--- src/rtl/pc_sequencer.sv ---
// Fetch/branch sequencer for an 8-bit program counter: FETCH/DECODE handshake,
// jump/call/return/halt resolution and a small hardware return-address stack.
module pc_sequencer #(
  parameter int ADDR_W      = 8,
  parameter int STACK_DEPTH = 4
) (
  input  logic                          Clk,
  input  logic                          Reset,
  input  logic                          Start,
  input  logic                          MemReady,
  input  logic                          Jump,
  input  logic                          Call,
  input  logic                          Ret,
  input  logic                          Halt,
  input  logic [ADDR_W-1:0]             JumpAddr,
  input  logic [ADDR_W-1:0]             PcValue,
  output logic                          FetchReq,
  output logic                          CountEn,
  output logic                          Load,
  output logic [ADDR_W-1:0]             LoadAddr,
  output logic                          Halted,
  output logic                          Error,
  output logic [$clog2(STACK_DEPTH):0]  StackDepth
);

  localparam int PTR_W   = $clog2(STACK_DEPTH);
  localparam int DEPTH_W = PTR_W + 1;

  typedef enum logic [1:0] {IDLE, FETCH, DECODE, HALT} state_t;

  state_t            state_reg;
  logic [ADDR_W-1:0] stack_mem [STACK_DEPTH];
  logic [PTR_W-1:0]  push_idx;
  logic [PTR_W-1:0]  top_idx;
  logic              stack_empty;
  logic              stack_full;
  logic              do_push;

  // StackDepth doubles as the write pointer; the entry below it is the top.
  assign push_idx    = StackDepth[PTR_W-1:0];
  assign top_idx     = push_idx - PTR_W'(1);
  assign stack_empty = (StackDepth == '0);
  assign stack_full  = (StackDepth == DEPTH_W'(STACK_DEPTH));
  assign do_push     = (state_reg == DECODE) && !Halt && !Ret && Call && !stack_full;

  always_ff @(posedge Clk) begin
    if (!Reset && do_push) begin
      stack_mem[push_idx] <= PcValue + ADDR_W'(1);
    end
  end

  always_ff @(posedge Clk) begin
    if (Reset) begin
      state_reg  <= IDLE;
      FetchReq   <= 1'b0;
      CountEn    <= 1'b0;
      Load       <= 1'b0;
      LoadAddr   <= '0;
      Halted     <= 1'b0;
      Error      <= 1'b0;
      StackDepth <= '0;
    end else begin
      // PC pulses last exactly one cycle: the first cycle of the next FETCH.
      CountEn <= 1'b0;
      Load    <= 1'b0;
      case (state_reg)
        IDLE: begin
          if (Start) begin
            state_reg <= FETCH;
            FetchReq  <= 1'b1;
          end
        end
        FETCH: begin
          if (MemReady) begin
            state_reg <= DECODE;
            FetchReq  <= 1'b0;
          end
        end
        DECODE: begin
          if (Halt) begin
            state_reg <= HALT;
            Halted    <= 1'b1;
          end else if (Ret) begin
            if (stack_empty) begin
              Error     <= 1'b1;
              state_reg <= HALT;
              Halted    <= 1'b1;
            end else begin
              LoadAddr   <= stack_mem[top_idx];
              Load       <= 1'b1;
              StackDepth <= StackDepth - DEPTH_W'(1);
              state_reg  <= FETCH;
              FetchReq   <= 1'b1;
            end
          end else if (Call) begin
            if (stack_full) begin
              Error     <= 1'b1;
              state_reg <= HALT;
              Halted    <= 1'b1;
            end else begin
              LoadAddr   <= JumpAddr;
              Load       <= 1'b1;
              StackDepth <= StackDepth + DEPTH_W'(1);
              state_reg  <= FETCH;
              FetchReq   <= 1'b1;
            end
          end else if (Jump) begin
            LoadAddr  <= JumpAddr;
            Load      <= 1'b1;
            state_reg <= FETCH;
            FetchReq  <= 1'b1;
          end else begin
            CountEn   <= 1'b1;
            state_reg <= FETCH;
            FetchReq  <= 1'b1;
          end
        end
        HALT: begin
          // An error latches the sequencer here until Reset.
          if (Start && !Error) begin
            state_reg <= FETCH;
            Halted    <= 1'b0;
            FetchReq  <= 1'b1;
          end
        end
        default: begin
          state_reg <= IDLE;
          FetchReq  <= 1'b0;
          Halted    <= 1'b0;
        end
      endcase
    end
  end

endmodule

--- config.mk ---
export PLATFORM = sky130hd
export DESIGN_NAME = pc_sequencer
export DESIGN_NICKNAME = d
export VERILOG_FILES = /design/src/rtl/pc_sequencer.sv
export SDC_FILE = /design/constraint.sdc
export NUM_CORES = 1
export LEC_CHECK = 0
export CORE_UTILIZATION = 45
export CTS_CLUSTER_SIZE = 28
export DETAILED_ROUTE_END_ITERATION = 10
export PLACE_DENSITY_LB_ADDON = 0.12
export SLEW_MARGIN = 25
export SYNTH_ARGS = -nofsm -noshare
export SYNTH_HDL_FRONTEND = slang
export SYNTH_SLANG_ARGS = --single-unit
--- constraint.sdc ---
create_clock -name Clk -period 6.3 [get_ports Clk]
set_clock_uncertainty 0.15 [all_clocks]
set_input_delay 1.26 -clock Clk [delete_from_list [all_inputs] [get_ports Clk]]
set_output_delay 1.26 -clock Clk [all_outputs]
set_load 0.005 [all_outputs]
# After elaboration in Yosys (flattened, before gate mapping)
# Memory sizes are Yosys's and may differ from the RTL's.
# Cells that the tools add are included.
[classes] order_cmp=0 n_mul=0 n_mux=42 n_shift=0 addsub=4 bitwise=2 reduce_logical=25 n_div=0 eq_ne=17
[op_table] op="8-bit 2-to-1 mux" n=5
[op_table] op="1-bit 2-to-1 mux" n=22
[op_table] op="5-bit AND reduction" n=4
[op_table] op="2-bit 2-to-1 mux" n=8
[op_table] op="4-bit != test, second input constant" n=4
[op_table] op="3-bit 2-to-1 mux" n=4
[op_table] op="2-bit != test, second input constant" n=6
[op_table] op="8-bit by 1-bit adder with 8-bit output, second input constant" n=1
[op_table] op="2-bit one-hot mux with 4 select lines" n=1
[op_table] op="1-bit logical AND" n=6
[op_table] op="3-bit != test, second input constant" n=2
[op_table] op="6-bit AND reduction" n=1
[op_table] op="2-bit nonzero test" n=3
[op_table] op="1-bit logical NOT" n=5
[op_table] op="5-bit OR reduction" n=1
[op_table] op="2-bit equality test, second input constant" n=2
[op_table] op="1-bit one-hot mux with 4 select lines" n=1
[op_table] op="3-bit by 1-bit adder with 3-bit output, second input constant" n=1
[op_table] op="3-bit equality test, second input constant" n=1
[op_table] op="3-bit logical NOT" n=1
[op_table] op="3-bit AND reduction" n=1
[op_table] op="3-bit nonzero test" n=1
[op_table] op="3-bit OR reduction" n=1
[op_table] op="3-bit by 1-bit subtractor with 3-bit output, second input constant" n=1
[op_table] op="6 further kinds" n=7
[totals] ram_bits=32 romBits=0 n_memories=1 output_inout_bits=16 elab_cells=99 inputBits=24 ff_bits=18 latch_bits=0
[memory_table] name="stack_mem" words=4 word_bits=8 rd=1 rd_ports_with_merged_regs=0 write_ports=1 line_no="32" rtl="logic [ADDR_W-1:0] stack_mem [STACK_DEPTH];"

# Logic depth before layout (Yosys ltp)
# Gate-level depths: netlist of the first run.
[logic_depth] ltp_word=8 depth_mapped=9 ltp_nobuf=6

# Worst setup path before layout of the first run
# Ideal clock, no wire load.
[synth_timing] path_kind="in2reg" startpoint="input Ret" endpoint="register StackDepth[2]" arrival_ns=2.837 path_buffers=2 setup_time_ns=0.129 path_stages=8 slack_ns=3.184 required_time_ns=6.021 cell_sequence="buf_2 buf_1 inv_1 fa_1 xnor2_1 o2111ai_1 xor2_1 nor2_1"
[synth_via] elab_chain_cells=2 elab_cells_between_ends=5 cone_classes="eq/ne: 2; mux: 1; reduce/logical: 2"
[synth_lines] item="from (decl)" line_no="13" rtl="input logic Ret,"
[synth_lines] item="2-bit != test (no source line) or 2-bit nonzero test (tied branches)"
[synth_lines] item="5-bit AND reduction (no source line)"
[synth_lines] item="to (signal assigned)" line_no="91" rtl="StackDepth <= StackDepth - DEPTH_W'(1);"
[synth_lines] item="to (signal assigned)" line_no="103" rtl="StackDepth <= StackDepth + DEPTH_W'(1);"
[synth_lines] item="to (decl)" line_no="23" rtl="output logic [$clog2(STACK_DEPTH):0] StackDepth"
# Parallel ways exist; a longest one is shown, timed or not.
# A chain may end at the register's enable or synchronous reset.

# Final worst setup path of the first run
[layout_timing] startpoint="input Ret" endpoint="memory stack_mem[3][6], enable pin"
[layout_via] elab_chain_cells=7
[layout_lines] item="1-bit logical NOT" line_no="44" rtl="assign do_push = (state_reg == DECODE) && !Halt && !Ret && Call && !stack_full;"
[layout_lines] item="1-bit logical AND (3 in series)" line_no="44"
[layout_lines] item="1-bit logical AND" line_no="47" rtl="if (!Reset && do_push) begin"
[layout_lines] item="1-bit 2-to-1 mux" line_no="47"
[layout_lines] item="1-bit 2-to-1 mux (not written as such)" line_no="48" rtl="stack_mem[push_idx] <= PcValue + ADDR_W'(1);"
[layout_lines] item="to (decl)" line_no="32"
# No other way between the ends.

==> results.md, run 1 <==
* Top cell type by total area after synthesis: edfxtp_1
* Area grow syn2layout at 23.5%
* Clock sink count at 50
* Die width at 73.8 um
* CP Class: input port to flip-flop
* Die area at 5450 sq um
* Core footprint at 4850 sq um
* Synth cell types at 40
* Post-DP Area at 2750 sq um
* Sequential area share after synthesis at 56.9%
* Worst slew pin tran at 0.803 ns
* DP HPWL at 3220 um
* Final nets at 246
* Switching Share at 21.9%
* Largest Register: stack_mem
* Pins Over Slew Limit at 0
* DR iter-0 viols at 55
* Crit-path max FO at 17
* MaxCap Viol Count at 0
* Hold_buf cts at 0
* NetSw at 0.141 mW
* Vias in the first global route at 1423
* CP Launch Type: input port
* # rows at 25
* Fin Setup TNS at 0 ns
* Largest register FFs at 32
* DR pass1 iterations at 4
* Worst skew pair latency at 0.31 ns
* Slew headroom at 46.1%
* Num ports at 40
* Synthesized area at 2320 sq um
* Placer Congestion at 0.736
* Pwr Density at 225 nW/um^2
* Vias per cell at 5.14
* Top-count cell post-synth: edfxtp_1
* EDFF count, synth at 32
* Crit path required time at 6.09 ns
* F_max at 282 MHz
* Outcome: finished, final reports clean
* Clock power frac at 36.1%
* Fillers at 392
* Bufs on Longest Clock Path at 2
* Number of I/O port buffers at 39
* Final min period at 3.55 ns
* Largest net degree at the start of global routing at 20
* DRC at 0
* Fin worst setup slack at 2.75 ns
* RSZ-0062 raised after global routing: no
* Maximum vdd drop at 0.000187 V
* Clk root buf: clkbuf_8
* Cell count after synthesis at 174
* Synth area leaders: edfxtp_1 (41%), dfxtp_1 (16%), mux4_2 (7.8%)
* # Post-CTS Setup Buffers at 0
* Routed wire per std cell at 15.0 um
* Worst-path clk slew at 0.09 ns
* Top_reg_cell synth: edfxtp_1
* Via count at 1439
* Initial Util at 47.9%
* # resized after CTS at 0
* Syn_nets at 208
* Layout cell share with drive strength beyond 1 at 10.3%
* Die H at 73.8 um
* Final ANT Viol Nets at 0
* Total leakage power at 0.964 nW
* Post-synth top area share at 41.4%
* Post-synth ARST share at 0%
* Warnings from Yosys at 0
* Biggest regs: stack_mem: 32 flops, LoadAddr: 8 flops, StackDepth: 3 flops
* Finished Core Util at 59.1%
* ANT cells at 0
* Crit path DAT at 3.34 ns
* P_int at 0.503 mW
* Routed WL at 4210 um
* Hold Vio Cnt, Final at 0
* Hold WC Path Type: flip-flop to flip-flop
* Final setup violation count at 0
* Inserted Clock Buffers at 5
* Setup WS pre-CTS at 2.43 ns
* First-pass GRT wire length at 6990 um
* Overflow left after global routing at 0
* Final instance area at 2870 sq um
* Synth cell count leaders: edfxtp_1 (32), dfxtp_1 (18), nor2_1 (15), inv_1 (13), ha_1 (9)
* Antenna violations before repair at 0
* All-Layer GR Usage at 18.0%
* H-Tree Depth at 2
* FF/Latch Area at 1320 sq um
* Final Cycle Share at 56.3%
* Gate power share at 8.8%
* CTS tree: built
* #FFs+latches synth at 50
* Area of the multi-input gates at 903 sq um
* Crit end category: flip-flop
* Sequential power share at 55.1%
* Post-Syn Area per Cell at 13.3 sq um
[per-stage QoR]
stage | hold WS, ns | power, mW | instances
final | 0.312 | 0.645 | 280
after floorplan | 0.298 | 0.393 | 174
after global routing | 0.344 | 0.671 | 280
after global placement | 0.295 | 0.418 | 272
after CTS | 0.317 | 0.649 | 280
after detailed placement | 0.304 | 0.420 | 272
[area by class of cell]
type,count,area share (%)
clock buffer,5,2.40
timing repair buffer,39,13.6
multi-input combinational,103,31.5
inverter,13,1.70
clock inverter,3,1.70
tap,67,2.93
sequential,50,46.1
[worst max-delay path: stages]
cell,delay (ns)
clkdlybuf4s50_1,0.80
nor3_1,0.48
nand3_1,0.19
nor2_1,0.61
[power by group through the flow]
| stage | clock network, mW | logic, mW | registers, mW |
|---|---|---|---|
| after floorplan | 0 | 0.0305 | 0.362 |
| after global placement | 0 | 0.0557 | 0.363 |
| after detailed placement | 0 | 0.0572 | 0.363 |
| after CTS | 0.237 | 0.0575 | 0.355 |
| after global routing | 0.252 | 0.0637 | 0.356 |
| final | 0.233 | 0.0568 | 0.355 |
[worst paths after layout]
check	startpoint	cells after the start	slack, ns	endpoint
worst min register to register	Halted	2	0.31	Halted
worst max register to register	StackDepth[0]	6	3.48	LoadAddr[1]
worst min-delay path	Halted	2	0.31	Halted
worst max-delay path	Ret	4	2.75	stack_mem[3][6]
[layer usage]
layer	vias up	part of all wire, %	GRT usage [%]
met1	685	45	21.8
met3	6	3.6	4.53
met4	0	1.4	7.69
met2	35	50	30.3
met5	-	0	0
li1	713	-	-
[kinds of logic (layout without fill, tap and decap cells)]
| logic type | after synthesis | count (layout) | share of synthesized area (%) |
|---|---|---|---|
| AO/OA/AOI/OAI | 25 | 25 | 8.25 |
| XOR/XNOR | 9 | 9 | 3.40 |
| adder cells (fa/ha/maj) | 10 | 10 | 5.71 |
| buffers and inverters | 21 | 60 | 4.15 |
| flip-flops | 50 | 50 | 56.9 |
| multiplexers | 16 | 16 | 11.2 |
| AND/OR/NAND/NOR | 43 | 43 | 10.4 |
[cells in the final DEF, fill, tap and decap left out, drive strengths merged, types with 2 or more instances in the layout]
cell type      instances
dfxtp                 18
nor2                  16
a21oi                  4
nand2b                 3
nand3b                 2
a211oi                 9
o21ai                  2
o211a                  2
nand2                  6
inv                   14
xor2                   3
ha                     9
nor3                   2
mux4                   8
nand3                  4
and4b                  2
xnor2                  6
nor2b                  3
clkdlybuf4s50         39
clkbuf                 5
mux2i                  8
edfxtp                32
No activity file was read; power rests on OpenSTA's default activity.
==> run 2: changes to the inputs <==
Clock period 6.3 ns to 2.9 ns, I/O delays scaled along.
==> run 2 against run 1 <==
- design area grew 0.87%
- via count grew 4.0%
- clock power grew 70%
- critical path depth grew 2
- sequential cell count is the same
- non-clock buffer count grew 7
- largest cell class unchanged
- count of clock-buffer cells in the layout is the same
- utilization grew 0.52 points
- cell count grew 2.5%
==> results.md, run 2 (synthesis results as in run 1) <==
* Core footprint at 4850 sq um
* Routed WL at 4480 um
* CP Class: input port to flip-flop
* Clk root buf: clkbuf_8
* Hold_buf cts at 0
* P_int at 1.00 mW
* Die H at 73.8 um
* Routed wire per std cell at 15.6 um
* MaxCap Viol Count at 0
* Outcome: finished, final reports clean
* Pwr Total at 1.30 mW
* Num ports at 40
* Final min period at 2.30 ns
* DR pass1 iterations at 4
* Total leakage power at 0.989 nW
* Largest net degree at the start of global routing at 19
* Worst-path clk slew at 0.09 ns
* H-Tree Depth at 2
* # resized after CTS at 0
* Switching Share at 22.6%
* Layout cell share with drive strength beyond 1 at 13.2%
* Crit end category: flip-flop
* Inserted Clock Buffers at 5
* Fillers at 381
* First-pass GRT wire length at 7240 um
* DR iter-0 viols at 71
* NetSw at 0.293 mW
* Most common cell after layout, fill and taps aside: clkdlybuf4s50_1
* Overflow left after global routing at 0
* Hold WC Path Type: flip-flop to flip-flop
* Area of the multi-input gates at 903 sq um
* Hold Vio Cnt, Final at 0
* Vias in the first global route at 1563
* CP Launch Type: input port
* Bufs on Longest Clock Path at 2
* Clock sink count at 50
* Initial Util at 47.9%
* Final ANT Viol Nets at 0
* # Post-CTS Setup Buffers at 0
* Fin Setup TNS at 0 ns
* Maximum vdd drop at 0.000309 V
* Final nets at 253
* Worst skew pair latency at 0.29 ns
* CTS tree: built
* Clock power frac at 30.6%
* Largest register FFs at 32
* Number of I/O port buffers at 39
* RSZ-0062 raised after global routing: no
* Area grow syn2layout at 24.5%
* Worst slew pin tran at 0.425 ns
* Crit path DAT at 2.16 ns
* All-Layer GR Usage at 18.5%
* Die width at 73.8 um
* Sequential power share at 59.5%
* Pwr Density at 448 nW/um^2
* Gate power share at 9.9%
* ANT cells at 0
* # rows at 25
* Final Cycle Share at 79.3%
* FF/Latch Area at 1320 sq um
* Via count at 1497
* Crit path required time at 2.76 ns
* Placer Congestion at 0.775
* Biggest regs: stack_mem: 32 flops, LoadAddr: 8 flops, StackDepth: 3 flops
* Pins Over Slew Limit at 0
* Final setup violation count at 0
* Crit-path max FO at 8
* DRC at 0
* Largest Register: stack_mem
* Antenna violations before repair at 0
* Die area at 5450 sq um
* Vias per cell at 5.22
* Most frequent cells in the layout: clkdlybuf4s50_1 (39), edfxtp_1 (32), dfxtp_1 (18), nor2_1 (15), inv_1 (13)
* F_max at 435 MHz
* Slew headroom at 71.4%
* DP HPWL at 3460 um
run 2: power by group through the flow:
stage | Combinational, mW | Sequential, mW | Clock (mW)
final | 0.128 | 0.771 | 0.397
after detailed placement | 0.129 | 0.788 | 0
after global routing | 0.142 | 0.772 | 0.437
after floorplan | 0.0663 | 0.787 | 0
after global placement | 0.124 | 0.787 | 0
after CTS | 0.129 | 0.771 | 0.411
run 2: metrics by stage:
stage,instances,util [%],hold slack (ns),setup WS [ns],area [sq um]
finish,287,59.6,0.312,0.601,2890
global route,287,59.6,0.359,0.545,2890
CTS,287,59.6,0.319,0.627,2890
detailed placement,279,57.8,0.306,0.328,2800
global placement,279,57.8,0.292,0.384,2800
floorplan,174,-,0.298,0.464,2320
run 2: critical path, cell delays in order:
cell	delay [ns]
clkdlybuf4s50_1	0.46
nand2b_1	0.23
nor3_1	0.34
nand3_1	0.21
nor2_1	0.14
buf_4	0.18
run 2: per-layer routing:
layer  part of all wire, %  GRT usage (%)
met5                     0              0
met4                   2.6           10.0
met1                    44           22.0
met2                    51           31.5
met3                   2.5           3.43
run 2: layout make-up:
class | count | share of cell area, %
multi-input cells | 103 | 31.3
flip-flops and latches | 50 | 45.7
inverters | 13 | 1.69
clock buffers | 5 | 2.38
repair buffers | 46 | 15.3
clock inverters | 3 | 0.736
well taps | 67 | 2.90
run 2: worst paths after layout:
check,to,depth (start not counted),slack [ns],from
worst max-delay path,stack_mem[1][1],6,0.60,Halt
worst min-delay path,Halted,2,0.31,Halted
worst max register to register,stack_mem[1][1],7,0.78,state_reg[0]
worst min register to register,Halted,2,0.31,Halted
